[src/rtl/boolean_sweep_ctrl.sv]
// Self-test sequencer: sweeps all 16 operand vectors into two 4-input boolean
// function units, captures their truth tables and compares them to latched masks.
module boolean_sweep_ctrl #(
  parameter int unsigned SETTLE_CYCLES = 1
) (
  input  logic        clk,
  input  logic        rst_n,
  input  logic        start,
  input  logic        abort,
  input  logic [15:0] exp_f1,
  input  logic [15:0] exp_f2,
  input  logic        f1_in,
  input  logic        f2_in,
  output logic        a_out,
  output logic        b_out,
  output logic        c_out,
  output logic        d_out,
  output logic        w_out,
  output logic        x_out,
  output logic        y_out,
  output logic        z_out,
  output logic        busy,
  output logic        done,
  output logic [15:0] tt_f1,
  output logic [15:0] tt_f2,
  output logic [4:0]  err_cnt1,
  output logic [4:0]  err_cnt2,
  output logic        pass,
  output logic [3:0]  fail_idx,
  output logic        fail_valid
);

  localparam int unsigned IW = 4;
  localparam int unsigned TW = 16;
  localparam int unsigned CW = 5;
  localparam logic [IW-1:0] SETTLE_LAST = IW'(SETTLE_CYCLES);
  localparam logic [IW-1:0] IDX_LAST    = IW'(TW - 1);

  typedef enum logic [1:0] {
    S_IDLE = 2'd0,
    S_RUN  = 2'd1,
    S_DONE = 2'd2
  } state_t;

  state_t        state, state_nxt;
  logic [IW-1:0] idx, idx_nxt;
  logic [IW-1:0] cnt, cnt_nxt;
  logic [IW-1:0] ops, ops_nxt;
  logic [TW-1:0] exp1, exp1_nxt, exp2, exp2_nxt;
  logic [TW-1:0] tt1_nxt, tt2_nxt;
  logic [TW-1:0] diff1, diff2, diff_any;
  logic [CW-1:0] err1_nxt, err2_nxt;
  logic [IW-1:0] fidx_nxt;
  logic          pass_nxt, fvalid_nxt, done_nxt, busy_nxt;

  // Next-state, sweep bookkeeping and result computation.
  always_comb begin
    state_nxt  = state;
    idx_nxt    = idx;
    cnt_nxt    = cnt;
    exp1_nxt   = exp1;
    exp2_nxt   = exp2;
    tt1_nxt    = tt_f1;
    tt2_nxt    = tt_f2;
    err1_nxt   = err_cnt1;
    err2_nxt   = err_cnt2;
    pass_nxt   = pass;
    fidx_nxt   = fail_idx;
    fvalid_nxt = fail_valid;
    done_nxt   = 1'b0;
    diff1      = '0;
    diff2      = '0;
    diff_any   = '0;

    case (state)
      S_IDLE, S_DONE: begin
        if (start) begin
          state_nxt  = S_RUN;
          exp1_nxt   = exp_f1;
          exp2_nxt   = exp_f2;
          tt1_nxt    = '0;
          tt2_nxt    = '0;
          err1_nxt   = '0;
          err2_nxt   = '0;
          pass_nxt   = 1'b0;
          fidx_nxt   = '0;
          fvalid_nxt = 1'b0;
          idx_nxt    = '0;
          cnt_nxt    = '0;
        end
      end
      S_RUN: begin
        if (abort) begin
          state_nxt  = S_IDLE;
          tt1_nxt    = '0;
          tt2_nxt    = '0;
          err1_nxt   = '0;
          err2_nxt   = '0;
          pass_nxt   = 1'b0;
          fidx_nxt   = '0;
          fvalid_nxt = 1'b0;
          idx_nxt    = '0;
          cnt_nxt    = '0;
        end else if (cnt == SETTLE_LAST) begin
          tt1_nxt[idx] = f1_in;
          tt2_nxt[idx] = f2_in;
          cnt_nxt      = '0;
          idx_nxt      = IW'(idx + IW'(1));
          if (idx == IDX_LAST) begin
            // Last sample: results are formed from the just-completed tables.
            state_nxt = S_DONE;
            done_nxt  = 1'b1;
            diff1     = tt1_nxt ^ exp1;
            diff2     = tt2_nxt ^ exp2;
            diff_any  = diff1 | diff2;
            err1_nxt  = '0;
            err2_nxt  = '0;
            for (int i = 0; i < int'(TW); i++) begin
              err1_nxt = CW'(err1_nxt + CW'(diff1[i]));
              err2_nxt = CW'(err2_nxt + CW'(diff2[i]));
            end
            fidx_nxt = '0;
            for (int i = int'(TW) - 1; i >= 0; i--) begin
              if (diff_any[i]) fidx_nxt = IW'(i);
            end
            pass_nxt   = (diff_any == '0);
            fvalid_nxt = (diff_any != '0);
          end
        end else begin
          cnt_nxt = IW'(cnt + IW'(1));
        end
      end
      default: state_nxt = S_IDLE;
    endcase

    busy_nxt = (state_nxt == S_RUN);
    ops_nxt  = (state_nxt == S_RUN) ? idx_nxt : '0;
  end

  // State and output registers with synchronous active-low reset.
  always_ff @(posedge clk) begin
    if (!rst_n) begin
      state      <= S_IDLE;
      idx        <= '0;
      cnt        <= '0;
      ops        <= '0;
      exp1       <= '0;
      exp2       <= '0;
      tt_f1      <= '0;
      tt_f2      <= '0;
      err_cnt1   <= '0;
      err_cnt2   <= '0;
      pass       <= 1'b0;
      fail_idx   <= '0;
      fail_valid <= 1'b0;
      done       <= 1'b0;
      busy       <= 1'b0;
    end else begin
      state      <= state_nxt;
      idx        <= idx_nxt;
      cnt        <= cnt_nxt;
      ops        <= ops_nxt;
      exp1       <= exp1_nxt;
      exp2       <= exp2_nxt;
      tt_f1      <= tt1_nxt;
      tt_f2      <= tt2_nxt;
      err_cnt1   <= err1_nxt;
      err_cnt2   <= err2_nxt;
      pass       <= pass_nxt;
      fail_idx   <= fidx_nxt;
      fail_valid <= fvalid_nxt;
      done       <= done_nxt;
      busy       <= busy_nxt;
    end
  end

  // Both function units see the same vector, MSB on a/w.
  assign {a_out, b_out, c_out, d_out} = ops;
  assign {w_out, x_out, y_out, z_out} = ops;

endmodule
[config.mk]
export PLATFORM = sky130hd
export DESIGN_NAME = boolean_sweep_ctrl
export DESIGN_NICKNAME = d
export VERILOG_FILES = /design/src/rtl/boolean_sweep_ctrl.sv
export SDC_FILE = /design/constraint.sdc
export NUM_CORES = 1
export LEC_CHECK = 0
export CORE_UTILIZATION = 30
export CTS_BUF_LIST = sky130_fd_sc_hd__clkbuf_4
export DETAILED_ROUTE_END_ITERATION = 8
export REMOVE_ABC_BUFFERS = 1
export SLEW_MARGIN = 30
export SYNTH_ARGS = -nofsm -noshare
export SYNTH_HDL_FRONTEND = slang
export SYNTH_SLANG_ARGS = --single-unit
export TNS_END_PERCENT = 1
[constraint.sdc]
create_clock -name clk -period 10.05 [get_ports clk]
set_input_delay 1.005 -clock clk [delete_from_list [all_inputs] [get_ports clk]]
set_output_delay 1.005 -clock clk [all_outputs]
set_load 0.03 [all_outputs]
==> flow_summary.yaml <==
outcome:
  status: "finished with violations"
  failed_checks: "DRC"
synth:
  synthCells: 629
  synth_edf_count: 0
  avgSynthCellArea_um2: 8.92
  ys.flop_type: "dfxtp_1"
  synth_area_um2: 5610
  ys_types: 50
  yosysSeqAreaShare_pct: 34.2
  yosysWarnings: 0
  synthArstFlopShare_pct: 0
  ys_seq_elements: 96
timing:
  fin_crit_sh_pct: 53.9
  maxSlewViolCount: 0
  slew_headroom_pct: 48.0
  hold_ws_ns: 0.462
  worstMarginPinSlew_ns: 0.778
  worst_clock_skew_ns: 0.0178
  tns_ns: 0
  rsz0062_at_grt: "false"
  setup_violations: 0
  fmax_mhz: 185
  fin_crit_ns: 5.42
  hold_viol: 0
placement:
  port_buffers: 95
  hpwl_um: 11200
  place_congestion: 0.911
clocking:
  h-tree-depth: 3
  clkLatencyLatePin_ns: 0.49
  numClockSinks: 96
  cts_tree: "yes"
  numCtsBuffers: 9
  cts_setup_buffers: 0
  clockBufferDepth: 2
  clockRootBuffer: "clkbuf_4"
  clkTransAtPathRegs_ns: 0.15
  ctsHoldBuffers: 0
  cts_resized: 0
drt:
  vias_per_cell: 4.88
  ant_nets: 0
  drt_iter0_markers: 198
  drc_errors: 6
  vias: 4508
  first_pass_iters: 8
  drt-total-wl_um: 15100
  wl_per_cell_um: 16.3
setup_path:
  worst-endpoint-required_ns: 10.45
  path_max_fanout: 18
  crit_type: "in2reg"
  max_stage_delay_ns: 0.82
  cp-start-kind: "input port"
  crit_top_cell: "fa_1"
  end_kind: "flip-flop"
  crit_path_cell_trace: "clkdlybuf4s50_1 > mux2i_1 > xor2_1 > inv_1 > fa_1 > inv_1 > fa_1 > inv_1 > fa_1 > fa_1 > ha_1 > fa_1 > a21oi_1 > nor4b_1 > a21oi_1 > nor2b_1"
  slowest_stage: "clkdlybuf4s50_1"
  cp.arrival_ns: 5.82
die:
  initial_core_util_pct: 30.9
  die_area_um2: 19300
  die_h_um: 139
  rows: 49
  die_w_um: 139
  io_pins: 96
  core_um2: 18100
power:
  power_density_nw_per_um2: 121
  total_leakage_power_nw: 2.46
  p_total_uw: 819
  vdd_drop_max_v: 0.0000576
grt:
  antenna_found_initial: 1
  grt_max_degree: 48
  grt_pass1_vias: 4297
  grt_pass1_wl_um: 24300
  grtUsageTotal_pct: 16.3
  grt_overflow: 0
final_layout:
  final_cell_mix: "96 x dfxtp_1, 94 x clkdlybuf4s50_1, 83 x nand2_1, 42 x nor2b_1, 40 x a21boi_0"
  fin_nets: 763
  drive_gt1_share_pct: 4.90
  final_common_cell: "dfxtp_1"
  fillers: 1880
  area_growth_pct: 20.3
job:
  max_cap_violations: 0
min_path:
  hold_class: "reg2reg"
## kinds of logic after synthesis
kind of cell,count (synthesis),share of synthesized area [%]
buf+inv,88,7.20
simple gates,212,20.8
fa+ha+maj,36,10.7
flops,96,34.2
compound gates,129,15.7
xor+xnor,36,5.62
mux,32,5.71
## worst paths after layout
kind	startpoint	endpoint	slack, ns	depth (start not counted)
worst max register to register	idx[0]	err_cnt2[4]	4.82	17
worst min register to register	fail_valid	fail_valid	0.46	2
worst max-delay path	f1_in	err_cnt1[4]	4.63	16
worst min-delay path	fail_valid	fail_valid	0.46	2
## cell type report
class	count	area, µm²	area share (%)
inverter	37	139	2.06
timing repair buffer	100	983	14.6
multi-input combinational	445	3290	48.7
antenna	1	2.50	0.0371
sequential	96	1920	28.5
clock buffer	11	82.6	1.22
tap	229	287	4.24
clock inverter	5	47.5	0.704
## metrics by stage
step / std cells / utilization [%] / setup WS, ns / cell area (µm²)
detailed placement: 907 / 36.5 / 4.13 / 6620
global route: 924 / 37.2 / 4.33 / 6750
CTS: 923 / 37.2 / 4.66 / 6750
floorplan: 578 / - / 5.39 / 5350
finish: 924 / 37.2 / 4.63 / 6750
global placement: 907 / 36.5 / 4.21 / 6620
## cells in the mapped netlist (all sizes together), types with 8 or more instances
cell,count,area share [%]
o21ai,25,2.2
a21boi,40,5.4
xnor2,34,5.3
and3b,8,1.2
ha,16,3.6
fa,20,7.1
clkbuf,33,2.2
nor4,12,2.2
nor2,19,1.3
nor2b,42,4.7
a22oi,34,4.8
mux2i,32,5.7
nand2,83,5.6
dfxtp,96,34
buf,18,2.5
nand3,14,1.3
inv,37,2.5
a21oi,15,1.3
## power breakdown
part	internal, mW	switching [mW]	total [mW]	leakage, nW
logic	0.0881	0.123	0.211	1.60
clock network	0.0792	0.129	0.208	0.0757
registers	0.391	0.00840	0.399	0.779
## worst max-delay path: cells and delay by family
family	cells	cell delay, ns
multiplexers	1	0.40
buffers and inverters	4	1.06
AO/OA/AOI/OAI	2	0.32
adder cells (fa/ha/maj)	6	2.64
XOR/XNOR	1	0.26
AND/OR/NAND/NOR	2	0.13
## layer usage
layer | global-route usage [%] | up-vias | share of wire (%)
met5 | 0 | - | 0
li1 | - | 2246 | -
met1 | 22.6 | 2130 | 49
met4 | 6.78 | 0 | 2.4
met2 | 24.9 | 112 | 44
met3 | 2.66 | 20 | 4.8
## flip-flops by register name, indices dropped and copies added, names as in the netlist
signal	flops
state	2
exp1	16
fail_idx	4
idx	4
done	1
err_cnt2	5
tt_f2	16
err_cnt1	5
pass	1
exp2	16
busy	1
cnt	4
tt_f1	16
fail_valid	1
ops	4
No activity file was read; power rests on OpenSTA's default activity.
